===== config.mk =====
export PLATFORM = sky130hd
export DESIGN_NAME = hazard_scoreboard
export DESIGN_NICKNAME = d
export VERILOG_FILES = /design/src/rtl/riscv_pipe_pkg.sv /design/src/rtl/hz_forward_sel.sv /design/src/rtl/hazard_scoreboard.sv
export SDC_FILE = /design/constraint.sdc
export NUM_CORES = 1
export LEC_CHECK = 0
export BUFFER_PORTS_ARGS = -buffer_cell sky130_fd_sc_hd__buf_2
export CAP_MARGIN = 20
export CORE_AREA = 3 3 45 47
export CTS_CLUSTER_DIAMETER = 200
export DETAILED_ROUTE_END_ITERATION = 8
export DIE_AREA = 0 0 48 50
export GPL_ROUTABILITY_DRIVEN = 1
export GPL_TIMING_DRIVEN = 0
export HOLD_SLACK_MARGIN = 0.03
export PLACE_DENSITY = 0.81
export SYNTH_ARGS = -nofsm -noshare
export SYNTH_HDL_FRONTEND = slang
export SYNTH_SLANG_ARGS = --single-unit

===== constraint.sdc =====
create_clock -name clk -period 3.7 [get_ports clk]
set_input_delay 0.74 -clock clk [delete_from_list [all_inputs] [get_ports clk]]
set_output_delay 0.74 -clock clk [all_outputs]
set_load 0.01 [all_outputs]

===== src/rtl/riscv_pipe_pkg.sv =====
// Shared pipeline encodings for the RISC-V core hazard logic: forward selects,
// result-source codes and the load-use stall FSM state type.
package riscv_pipe_pkg;

    localparam logic [1:0] FWD_RF      = 2'b00;
    localparam logic [1:0] FWD_W       = 2'b01;
    localparam logic [1:0] FWD_M       = 2'b10;

    localparam logic [1:0] RESULT_LOAD = 2'b01;

    typedef enum logic {
        IDLE = 1'b0,
        HOLD = 1'b1
    } hz_state_e;

endpackage


===== src/rtl/hz_forward_sel.sv =====
// Single-operand bypass select: the M stage beats the W stage, and x0 is never bypassed.
module hz_forward_sel
    import riscv_pipe_pkg::*;
#(
    parameter int unsigned REG_AW = 5
) (
    input  logic [REG_AW-1:0] rs_e,
    input  logic [REG_AW-1:0] rd_m,
    input  logic              reg_write_m,
    input  logic [REG_AW-1:0] rd_w,
    input  logic              reg_write_w,
    output logic [1:0]        fwd_sel_c
);

    always_comb begin
        fwd_sel_c = FWD_RF;
        if (reg_write_m && (rd_m == rs_e) && (rs_e != '0)) begin
            fwd_sel_c = FWD_M;
        end else if (reg_write_w && (rd_w == rs_e) && (rs_e != '0)) begin
            fwd_sel_c = FWD_W;
        end
    end

endmodule


===== src/rtl/hazard_scoreboard.sv =====
// Hazard unit for the 5-stage core: operand forwarding, multi-bubble load-use stall, branch flush.
// Optional HZ_PERF_EN adds saturating stall/flush event counters.
module hazard_scoreboard
    import riscv_pipe_pkg::*;
#(
    parameter int unsigned REG_AW   = 5,
    parameter int unsigned LOAD_LAT = 1,
    parameter int unsigned CNT_W    = 3
) (
    input  logic              clk,
    input  logic              rst,
    input  logic [REG_AW-1:0] rs1_d,
    input  logic [REG_AW-1:0] rs2_d,
    input  logic              rs1_used_d,
    input  logic              rs2_used_d,
    input  logic [REG_AW-1:0] rs1_e,
    input  logic [REG_AW-1:0] rs2_e,
    input  logic [REG_AW-1:0] rd_e,
    input  logic [1:0]        result_src_e,
    input  logic              reg_write_e,
    input  logic              pc_src_e,
    input  logic [REG_AW-1:0] rd_m,
    input  logic              reg_write_m,
    input  logic [REG_AW-1:0] rd_w,
    input  logic              reg_write_w,
    output logic              stall_f,
    output logic              stall_d,
    output logic              flush_d,
    output logic              flush_e,
    output logic [1:0]        forward_a_e,
    output logic [1:0]        forward_b_e
`ifdef HZ_PERF_EN
    ,
    output logic [31:0]       stall_cnt_o,
    output logic [31:0]       flush_cnt_o
`endif
);

    localparam logic [31:0] PERF_MAX = 32'hFFFF_FFFF;

    hz_state_e        state;
    logic [CNT_W-1:0] cnt;
    logic             lu_c;
    logic             stall_c;
    logic             flush_br_c;
    logic [1:0]       fwd_a_c;
    logic [1:0]       fwd_b_c;

    hz_forward_sel #(.REG_AW(REG_AW)) u_fwd_a (
        .rs_e        (rs1_e),
        .rd_m        (rd_m),
        .reg_write_m (reg_write_m),
        .rd_w        (rd_w),
        .reg_write_w (reg_write_w),
        .fwd_sel_c   (fwd_a_c)
    );

    hz_forward_sel #(.REG_AW(REG_AW)) u_fwd_b (
        .rs_e        (rs2_e),
        .rd_m        (rd_m),
        .reg_write_m (reg_write_m),
        .rd_w        (rd_w),
        .reg_write_w (reg_write_w),
        .fwd_sel_c   (fwd_b_c)
    );

    // Only operands the decoded instruction actually reads can create a load-use hazard.
    assign lu_c = (result_src_e == RESULT_LOAD) && reg_write_e && (rd_e != '0) &&
                  ((rs1_used_d && (rs1_d == rd_e)) || (rs2_used_d && (rs2_d == rd_e)));

    // A taken branch squashes the dependent instruction, so it overrides any stall.
    assign flush_br_c = !rst && pc_src_e;
    assign stall_c    = !rst && !pc_src_e && ((state == HOLD) || lu_c);

    // First bubble is raised from IDLE; HOLD supplies the remaining LOAD_LAT-1.
    always_ff @(posedge clk) begin
        if (rst || pc_src_e) begin
            state <= IDLE;
            cnt   <= '0;
        end else begin
            case (state)
                IDLE: begin
                    if (lu_c && (LOAD_LAT > 1)) begin
                        state <= HOLD;
                        cnt   <= CNT_W'(LOAD_LAT - 1);
                    end
                end
                HOLD: begin
                    if (cnt <= CNT_W'(1)) begin
                        state <= IDLE;
                        cnt   <= '0;
                    end else begin
                        cnt <= cnt - CNT_W'(1);
                    end
                end
                default: begin
                    state <= IDLE;
                    cnt   <= '0;
                end
            endcase
        end
    end

    assign stall_f     = stall_c;
    assign stall_d     = stall_c;
    assign flush_d     = flush_br_c;
    assign flush_e     = stall_c || flush_br_c;
    assign forward_a_e = rst ? FWD_RF : fwd_a_c;
    assign forward_b_e = rst ? FWD_RF : fwd_b_c;

`ifdef HZ_PERF_EN
    // Saturating event counters for stall cycles and taken-branch cycles.
    always_ff @(posedge clk) begin
        if (rst) begin
            stall_cnt_o <= '0;
            flush_cnt_o <= '0;
        end else begin
            if (stall_c && (stall_cnt_o != PERF_MAX)) begin
                stall_cnt_o <= stall_cnt_o + 32'd1;
            end
            if (pc_src_e && (flush_cnt_o != PERF_MAX)) begin
                flush_cnt_o <= flush_cnt_o + 32'd1;
            end
        end
    end
`endif

endmodule


==> run_results.csv <==
group,metric,value,unit
outcome,status,"finished, final reports clean",
critical_path,critPathLaunch,"rs2_e[1]",
pwr,p_leak,0.428,nW
finish,fillCellCount,166,
critical_path,critPathKind,"in -> out",
sta,setup_viol,0,
cts,post_cts_resized,0,
sta,maxSlewHeadroom,73.7,%
route,drtPass1Iterations,4,
placement,gp_congestion,0.847,
sta,fin_ws,0.927,ns
floorplan,initial_core_util,41.0,%
sta,min_period,2.77,ns
hold_path,min-delay-start,"cnt[2]",
route,via_per_inst,5.15,
sta,skew,0.00219,ns
route,top_layer_used,"met4",
finish,layout_commonest_cell,"buf_2",
logic_synthesis,syn_inst,84,
hold_path,hold_path_depth,2,
sta,hold_viol,0,
global_routing,antenna_found_initial,0,
pwr,power_density,180,nW/um^2
cts,cts-root-buf,"clkbuf_4",
logic_synthesis,syn_area_per_cell,8.24,um^2
critical_path,path_buf_inv,2,
critical_path,endpoint_kind,"output port",
sta,rsz0062_at_grt,"false",
floorplan,fp-row-count,15,
logic_synthesis,synth_nets,131,
route,met1_length,723,um
route,drc,0,
finish,antenna_cells,0,
finish,layout_common_cells,"buf_2, xnor2_1, xor2_1",
sta,slew_violations,0,
cts,cts_buffers,3,
critical_path,path_cells,"buf_2, or4_4, nor2_4, nor4_2, nor4_2, buf_2",
critical_path,cp.arrival,2.03,ns
finish,multi_input_area,593,um^2
floorplan,core_area,1690,um^2
route,wl_per_cell,12.8,um
logic_synthesis,ys_seq_area_share,11.6,%
finish,final_util,58.7,%
finish,syn2layout_area_growth,43.2,%
cts,clk-insertion-delay-late,0.24,ns
placement,pre_cts_slack,0.923,ns
floorplan,die_w,48,um
placement,dp_hpwl,1790,um
hold_path,min_to,"cnt[2]",
route,drt_wl_total,1980,um
cts,cts_tree,"built",
floorplan,io_pins,53,
critical_path,slowest_delay,0.54,ns
sta,fin_tns_setup,0,ns
critical_path,reg2reg_depth,6,
run,maxCapViolations,0,
sta,worst_slew_pin_slew,0.395,ns
cts,cts.sinks,4,
logic_synthesis,syn-cell-area,692,um^2
route,met2_length,1070,um
cts,hold_buffers,0,
logic_synthesis,ys_types,28,
logic_synthesis,ys_ff_latch,4,
cts,path_clk_slew,0.03,ns
placement,portBuffers,51,
critical_path,worstReg2RegEnd,"cnt[0]",
global_routing,grt_max_degree,11,
floorplan,dieArea,2400,um^2
cts,clockBufferDepth,2,
route,num_vias,799,
critical_path,reg2reg_slack,2.29,ns
critical_path,crit_fanout,3,
critical_path,r2r-start,"cnt[1]",
critical_path,critPathTopFamily,"simple AND/OR/NAND/NOR gates",
global_routing,grt-ovfl-total,0,
route,route.met3.wl,154,um
global_routing,grt_use_total,17.7,%
cts,cts_setup_buffers,0,
hold_path,hold_path.class,"reg -> reg",
floorplan,die_height,50,um
finish,nets,187,
sta,final.period_utilization,74.9,%
logic_synthesis,yosys_warnings,0,
global_routing,grt_pass1_wl,3070,um
pwr,finalPower,0.178,mW
critical_path,slowest_stage,"or4_4",
route,ant_nets,0,
cts,ctsHtreeMaxLevel,1,
route,drt_iter0_drc,8,
pwr,ir_drop,0.000104,V
global_routing,first_global_vias,777,
sta,fmax,361,MHz
critical_path,worstPathRequired,2.96,ns
critical_path,cp-start-kind,"input pin",
finish,drive_gt1_share,47.1,%
finish,final-seq-area,80.1,um^2
[worst reg2reg max path, delay by kind of cell (launching register included)]
family,cells,cell delay (ns)
compound gates,2,0.35
flops,1,0.32
mux,1,0.30
fa+ha+maj,1,0.18
simple gates,1,0.12
buf+inv,1,0.07
[cell type report]
class / count / area share (%)
Timing Repair Buffer: 51 / 25.8
Multi-Input combinational cell: 76 / 59.8
Inverter: 2 / 0.758
Tap cell: 17 / 2.15
Clock buffer: 3 / 2.27
Buffer: 2 / 1.14
Sequential cell: 4 / 8.08
[logic make-up (layout without fill, tap and decap cells)]
logic type	count (synthesis)	after routing	share of synthesized area, %
AOI/OAI and AO/OA	9	9	8.68
xor gates and xnor gates	30	30	38.0
adders and majority gates	2	2	3.62
buffers and inverters	4	58	2.71
DFF	4	4	11.6
muxes	1	1	1.63
and+or+nand+nor	34	34	33.8
[state kept, by name, indices dropped and copies added, names as in the netlist]
| name | cells |
|---|---|
| cnt | 3 |
| state | 1 |
[through the flow]
step | area [um^2] | hold WS (ns) | std cells
after floorplan | 692 | 0.498 | 84
after global placement | 968 | 0.513 | 152
after detailed placement | 968 | 0.516 | 152
after CTS | 991 | 0.525 | 155
after global routing | 991 | 0.552 | 155
final | 991 | 0.522 | 155
[Yosys cell counts]
| library cell | count | area (um^2) |
|---|---|---|
| xnor2_1 | 18 | 158 |
| xor2_1 | 12 | 105 |
| nand2_1 | 6 | 22.5 |
| dfxtp_1 | 4 | 80.1 |
| nand4_1 | 4 | 25.0 |
| nor2b_1 | 4 | 25.0 |
| nor3_1 | 4 | 20.0 |
| nor4_2 | 4 | 50.1 |
| o21ai_0 | 3 | 15.0 |
| ha_1 | 2 | 25.0 |
| inv_1 | 2 | 7.51 |
| nor2_1 | 2 | 7.51 |
| nor2_4 | 2 | 22.5 |
| nor4_1 | 2 | 12.5 |
| or4_4 | 2 | 22.5 |
| a211oi_1 | 1 | 7.51 |
| a21oi_1 | 1 | 5.00 |
| a32oi_1 | 1 | 8.76 |
| and2_0 | 1 | 6.26 |
| and2_1 | 1 | 6.26 |
| buf_4 | 1 | 7.51 |
| clkbuf_1 | 1 | 3.75 |
| mux2_2 | 1 | 11.3 |
| nand2b_1 | 1 | 6.26 |
| nor3b_1 | 1 | 7.51 |
| o21ba_2 | 1 | 10.0 |
| o21bai_1 | 1 | 7.51 |
| o22ai_1 | 1 | 6.26 |
[worst max-delay path by stage]
stage / depth (start not counted) / end / slack (ns)
CTS: 6 / forward_b_e[0] / 0.91
floorplan: 5 / stall_f / 1.14
finish: 6 / forward_b_e[0] / 0.93
global placement: 6 / forward_b_e[0] / 0.93
detailed placement: 6 / forward_b_e[0] / 0.92
global route: 7 / stall_f / 0.86
[layer usage]
layer	vias to the layer above	track usage (%)
met5	-	0
met4	0	4.04
met3	7	4.74
met2	36	32.8
met1	353	18.4
li1	403	-
[power by group]
| part | leakage (nW) | switching [mW] | internal, mW | total (mW) |
|---|---|---|---|---|
| Clock | 0.0138 | 0.0183 | 0.0363 | 0.0545 |
| Sequential | 0.0322 | 0 | 0.0434 | 0.0434 |
| Combinational | 0.382 | 0.0392 | 0.0410 | 0.0802 |
| Total | 0.428 | 0.0575 | 0.121 | 0.178 |
No activity file was read; power rests on OpenSTA's default activity.
